**src/rtl/sdram_arb_pkg.sv**
```systemverilog
// sdram_arb_pkg: shared state encoding and widths for the SDRAM port arbiter
package sdram_arb_pkg;
  localparam int GRANTW = 3;
  localparam int TOW = 16;
  typedef enum logic [1:0] {IDLE, WAIT, DONE} state_t;
endpackage

```
**src/rtl/rr_priority_select.sv**
```systemverilog
// rr_priority_select: round-robin pick of the first set request at or after ptr
module rr_priority_select
  import sdram_arb_pkg::*;
#(
  parameter int PORTS = 5
) (
  input  logic [PORTS-1:0]  req,
  input  logic [GRANTW-1:0] ptr,
  output logic              valid,
  output logic [GRANTW-1:0] idx
);
  logic [PORTS-1:0] rot;
  logic [GRANTW-1:0] off;
  logic [GRANTW:0] sum;
  always_comb begin
    rot = PORTS'({req, req} >> ptr);
    off = '0;
    for (int j = PORTS - 1; j >= 0; j--) if (rot[j]) off = GRANTW'(j);
    sum = {1'b0, ptr} + {1'b0, off};
    valid = |req;
    idx = sum >= (GRANTW+1)'(PORTS) ? GRANTW'(sum - (GRANTW+1)'(PORTS)) : sum[GRANTW-1:0];
  end
endmodule

```
**src/rtl/sdram_port_arbiter.sv**
```systemverilog
// sdram_port_arbiter: round-robin sharing of one SDRAM controller port with a
// slot-strobed launch, a hung-transaction watchdog and an abort counter.
module sdram_port_arbiter
  import sdram_arb_pkg::*;
#(
  parameter int PORTS   = 5,
  parameter int ADDRW   = 22,
  parameter int DATAW   = 16,
  parameter int TIMEOUT = 255
) (
  input  logic                   clk,
  input  logic                   reset,
  input  logic                   slot_stb,
  input  logic [PORTS-1:0]       req,
  input  logic [PORTS-1:0]       we,
  input  logic [PORTS*ADDRW-1:0] a,
  input  logic [PORTS*DATAW-1:0] din,
  input  logic [PORTS*2-1:0]     be,
  output logic [PORTS-1:0]       ack,
  output logic [DATAW-1:0]       dout,
  output logic                   mem_req,
  output logic                   mem_we,
  output logic [ADDRW-1:0]       mem_a,
  output logic [DATAW-1:0]       mem_din,
  output logic [1:0]             mem_be,
  input  logic                   mem_ack,
  input  logic [DATAW-1:0]       mem_dout,
  output logic [GRANTW-1:0]      grant_idx,
  output logic                   busy,
  output logic                   timeout_err,
  output logic [TOW-1:0]         timeout_cnt
);
  state_t state_q;
  logic [GRANTW-1:0] ptr_q, ptr_d, grant_q, sel;
  logic [TOW-1:0] wcnt_q, tcnt_q;
  logic [PORTS-1:0] ack_q;
  logic [DATAW-1:0] dout_q, mem_din_q;
  logic [ADDRW-1:0] mem_a_q;
  logic [1:0] mem_be_q;
  logic mem_req_q, mem_we_q, terr_q, sel_valid, expire;
  rr_priority_select #(.PORTS(PORTS)) u_sel (
    .req(req),
    .ptr(ptr_q),
    .valid(sel_valid),
    .idx(sel)
  );
  assign ptr_d = grant_q == GRANTW'(PORTS - 1) ? '0 : grant_q + 1'b1;
  assign expire = wcnt_q == TOW'(TIMEOUT - 1);
  assign ack = ack_q;
  assign dout = dout_q;
  assign mem_req = mem_req_q;
  assign mem_we = mem_we_q;
  assign mem_a = mem_a_q;
  assign mem_din = mem_din_q;
  assign mem_be = mem_be_q;
  assign grant_idx = grant_q;
  assign busy = state_q != IDLE;
  assign timeout_err = terr_q;
  assign timeout_cnt = tcnt_q;
  always_ff @(posedge clk) begin
    if (reset) begin
      state_q <= IDLE;
      ptr_q <= '0;
      grant_q <= '0;
      wcnt_q <= '0;
      tcnt_q <= '0;
      ack_q <= '0;
      dout_q <= '0;
      mem_req_q <= 1'b0;
      mem_we_q <= 1'b0;
      mem_a_q <= '0;
      mem_din_q <= '0;
      mem_be_q <= '0;
      terr_q <= 1'b0;
    end else begin
      ack_q <= '0;
      terr_q <= 1'b0;
      case (state_q)
        IDLE: if (slot_stb && sel_valid) begin
          state_q <= WAIT;
          grant_q <= sel;
          wcnt_q <= '0;
          mem_req_q <= 1'b1;
          mem_we_q <= we[sel];
          mem_a_q <= a[sel*ADDRW +: ADDRW];
          mem_din_q <= din[sel*DATAW +: DATAW];
          mem_be_q <= be[sel*2 +: 2];
        end
        // a same-cycle mem_ack wins over the watchdog
        WAIT: if (mem_ack || expire) begin
          state_q <= DONE;
          mem_req_q <= 1'b0;
          ack_q <= PORTS'(1) << grant_q;
          dout_q <= mem_ack ? mem_dout : '0;
          terr_q <= !mem_ack;
          ptr_q <= ptr_d;
          if (!mem_ack && tcnt_q != '1) tcnt_q <= tcnt_q + 1'b1;
        end else wcnt_q <= wcnt_q + 1'b1;
        default: state_q <= IDLE;
      endcase
    end
  end
endmodule

```
**config.mk**
```make
export PLATFORM = sky130hd
export DESIGN_NAME = sdram_port_arbiter
export DESIGN_NICKNAME = d
export VERILOG_FILES = /design/src/rtl/sdram_arb_pkg.sv /design/src/rtl/rr_priority_select.sv /design/src/rtl/sdram_port_arbiter.sv
export SDC_FILE = /design/constraint.sdc
export NUM_CORES = 1
export LEC_CHECK = 0
export CORE_MARGIN = 2
export CORE_UTILIZATION = 40
export CTS_CLUSTER_SIZE = 16
export DETAILED_ROUTE_END_ITERATION = 16
export GPL_ROUTABILITY_DRIVEN = 0
export PLACE_DENSITY = 0.78
export SKIP_LAST_GASP = 1
export SLEW_MARGIN = 20
export SYNTH_ARGS = -nofsm -noshare
export SYNTH_HDL_FRONTEND = slang
export SYNTH_SLANG_ARGS = --single-unit
```
**constraint.sdc**
```tcl
create_clock -name clk -period 6.65 [get_ports clk]
set_input_delay 1.995 -clock clk [delete_from_list [all_inputs] [get_ports clk]]
set_output_delay 1.995 -clock clk [all_outputs]
set_load 0.02 [all_outputs]
```
==> results.txt <==
The Yosys step of the flow raised 0 warnings. The number of global-route vias before repair was 7038. The number of antenna violations at the first check in global routing is 1.

The insertion delay of the later-clocked pin in the worst-skew pair came out at 0.36 ns. The total iterations of the first detailed-routing run is 5. Counting flops and latches in the post-synthesis netlist gives 104. In this run the critical register-to-register path is captured at mem_a[13]$_SDFFE_PP0P_. Synthesis handed over a netlist of 742 instances. The leakage power is 0.00374 uW.

In this run, the number of DRC markers left after iteration 0 of detailed routing was 386. The area growth from synthesis to layout is 54.3%. The total number of clock tree sinks came out at 104. The path class of the tightest hold or removal check is reg2reg. The top flip-flop cell by instance count after synthesis is sky130_fd_sc_hd__dfxtp_1. The number of synthesized flops with an enable pin came out at 0.

In the final layout, the share of cells above drive strength 1 is 8.36%. The pin count of the biggest net entering global routing is 48. Of all nets on the critical path, the largest fanout is 33. TritonCTS built the clock tree.

The total count of max-transition violations in the final report is 0. The peak supply drop came out at 0.132 mV. The net count after synthesis is 983. Leaving out fill and tap cells, the most frequent cell in the layout is sky130_fd_sc_hd__clkdlybuf4s50_1.

The routed layout has 7121 vias. The die boundary width came out at 133 um. The HPWL reported at the end of detailed placement is 17.9 mm. The area share of the largest cell type after synthesis is 31.1%. Setup slack closes at 0.406 ns.

From bottom edge to top edge, the die measures 133 um. The worst setup slack after placement is 0.0115 ns. Dividing the final minimum period by the clock period gives 93.9%. The total wirelength of the detailed-routed design is 24.2 mm. The worst relative slew slack is 31.0%. The area of the mapped netlist came out at 6680 sq um.

The sequential fraction of the synthesis area is 31.1%. For this design the ratio of total power to cell area is 198 nW/um^2. For this run, the top clock speed supported by timing is 160 MHz. The core region is 16500 sq um. The initialized floorplan defines 47 standard-cell rows. The average wire per standard cell came out at 19.3 um. The wire length of the first global-routing pass came out at 38.0 mm.

The netlist uses 57 different library cells. The setup path with the least slack is of type in2reg. For the pin with the worst max-slew slack, the measured transition is 1.03 ns. Across every metal layer, demand over resource in global routing totals 26.7%.

The hold buffer count at CTS is 0. The placed cell area is 10000 sq um. The average size of a mapped cell is 9.01 sq um. The number of fill cells is 1389. The I/O pin total came out at 314. After clock tree synthesis, the setup repair step added 0 buffers. The via density per instance came out at 5.70. The initial standard-cell utilization of the core is 40.6%.

The post-cts gate resize count came out at 0. The share of flip-flops with an asynchronous set or reset after synthesis is 0%. Tracing the worst setup path back leads to its startpoint at req[4]. The flow ran to the end, and the final reports show no timing, DRC or antenna violations.

The quantity of I/O buffers inserted on ports came out at 313. The worst-case register-to-register setup slack is 1.80 ns. The number of routed nets with antenna violations is 0. The depth of the worst register-to-register path is 15. The final count of negative-setup-slack endpoints came out at 0.

Yosys attributes the largest share of cell area to sky130_fd_sc_hd__dfxtp_1 (31%), sky130_fd_sc_hd__mux4_2 (11%), sky130_fd_sc_hd__mux2i_1 (8.8%), sky130_fd_sc_hd__nor2_1 (5.7%), sky130_fd_sc_hd__a22oi_1 (3.4%). The total congestion overflow came out at 0. The accumulated negative setup slack is 0 ns. The number of clock buffers inserted by TritonCTS came out at 9. The final routed DRC violation total came out at 0. The hold path depth came out at 2. The worst setup path is captured at a register.

Counting along the longest clock path gives a buffer depth of 2. The final hold violation count is 0. The final instance area came out at 10300 sq um. The H-tree depth came out at 3. The critical path launch point type is an input port. The clock edge transition at the registers on the reported setup and hold paths came out at 0.08 ns.

Setup repair after global routing left no endpoint under its margin. The max-cap check violation count came out at 0. The layout net count came out at 1265. The library cell with the largest summed area after synthesis is sky130_fd_sc_hd__dfxtp_1.

The minimum clock period after layout is 6.24 ns. The full die area came out at 17800 sq um. The capturing instance or port of the critical path is mem_a[13]$_SDFFE_PP0P_. The buffer type at the clock tree root is sky130_fd_sc_hd__clkbuf_16. For the worst setup path, the data arrival time is 6.48 ns.

The worst reg2reg path startpoint is ptr_q[1]$_SDFFE_PP0P_. Data on the critical path is required at its endpoint by 6.88 ns. The final clock skew is 0.0127 ns. In the layout the commonest cells are sky130_fd_sc_hd__clkdlybuf4s50_1 (312), sky130_fd_sc_hd__dfxtp_1 (104), sky130_fd_sc_hd__nor2_1 (100).
cell usage after synthesis (18+ instances only):
cell type,count
sky130_fd_sc_hd__a22oi_1,30
sky130_fd_sc_hd__mux2i_1,59
sky130_fd_sc_hd__mux4_2,33
sky130_fd_sc_hd__dfxtp_1,104
sky130_fd_sc_hd__nand2_1,54
sky130_fd_sc_hd__clkbuf_1,31
sky130_fd_sc_hd__a21oi_1,41
sky130_fd_sc_hd__nor2_1,101
sky130_fd_sc_hd__o21ai_0,21
sky130_fd_sc_hd__buf_2,21
sky130_fd_sc_hd__xor2_1,18
final cells by class:
| cell class | count | area [sq um] | share of cell area (%) |
|---|---|---|---|
| repair buffers | 330 | 3280 | 31.8 |
| clock inverters | 7 | 78.8 | 0.764 |
| flip-flops and latches | 104 | 2080 | 20.2 |
| clock buffers | 9 | 225 | 2.18 |
| multi-input cells | 566 | 4320 | 41.9 |
| inverters | 13 | 48.8 | 0.473 |
| diodes | 1 | 2.50 | 0.0243 |
| well taps | 220 | 275 | 2.67 |
where the power goes:
part           leakage (uW)  internal, uW  switching (uW)  total (uW)
sequential         0.000847           664            29.9         694
combinational       0.00274           421             375         796
clock              0.000150           270             285         555
kinds of logic after synthesis:
kind of cell / synth area share [%]
AO/OA/AOI/OAI: 20.9
XOR/XNOR: 3.13
adder cells (fa/ha/maj): 2.17
buffers and inverters: 4.55
flip-flops: 31.1
multiplexers: 20.8
AND/OR/NAND/NOR: 17.3
worst max-delay path, cell delays in order:
cell and delay [ns]:
sky130_fd_sc_hd__clkdlybuf4s50_1 0.46, sky130_fd_sc_hd__mux2_2 0.31, sky130_fd_sc_hd__mux4_2 0.53, sky130_fd_sc_hd__a21oi_1 0.17, sky130_fd_sc_hd__o32ai_1 0.11, sky130_fd_sc_hd__ha_2 0.20
sky130_fd_sc_hd__fa_2 0.53, sky130_fd_sc_hd__inv_1 0.08, sky130_fd_sc_hd__ha_1 0.22, sky130_fd_sc_hd__nor2b_1 0.17, sky130_fd_sc_hd__o221ai_4 0.20, sky130_fd_sc_hd__buf_12 0.26
sky130_fd_sc_hd__nor3_1 0.08, sky130_fd_sc_hd__a21oi_2 0.53, sky130_fd_sc_hd__o221ai_1 0.22, sky130_fd_sc_hd__a2111oi_0 0.39
state kept, by name, indices dropped and copies added, names as in the netlist, 3 cells and up:
register and count:
mem_din 16, ptr_q 3, timeout_cnt 16, mem_a 22, ack 5, wcnt_q 16, grant_idx 3, dout 16
how the worst min path moves through the flow:
stage                                        from                      end
after floorplan            wcnt_q[7]$_SDFFE_PP0P_   wcnt_q[7]$_SDFFE_PP0P_
after global placement     wcnt_q[7]$_SDFFE_PP0P_   wcnt_q[7]$_SDFFE_PP0P_
after detailed placement    mem_a[6]$_SDFFE_PP0P_    mem_a[6]$_SDFFE_PP0P_
after CTS                  mem_a[12]$_SDFFE_PP0P_   mem_a[12]$_SDFFE_PP0P_
after global routing        mem_a[6]$_SDFFE_PP0P_    mem_a[6]$_SDFFE_PP0P_
final                     mem_din[7]$_SDFFE_PP0P_  mem_din[7]$_SDFFE_PP0P_
metal layers:
metal | track usage, % | up-vias | routed length, um
met5 | 0 | - | 0
met4 | 10.5 | 0 | 794
met3 | 8.56 | 54 | 2370
met2 | 43.6 | 319 | 11300
met1 | 32.7 | 3360 | 9760
li1 | - | 3388 | -
per-stage QoR:
stage	cells	total power, uW	util (%)	hold WS [ns]
finish	1250	2040	62.6	0.491
global route	1250	2150	62.6	0.514
detailed placement	1233	1500	60.8	0.474
floorplan	742	1180	-	0.454
global placement	1233	1490	60.8	0.466
CTS	1249	2060	62.6	0.494
Power figures use the tool's default switching activity.
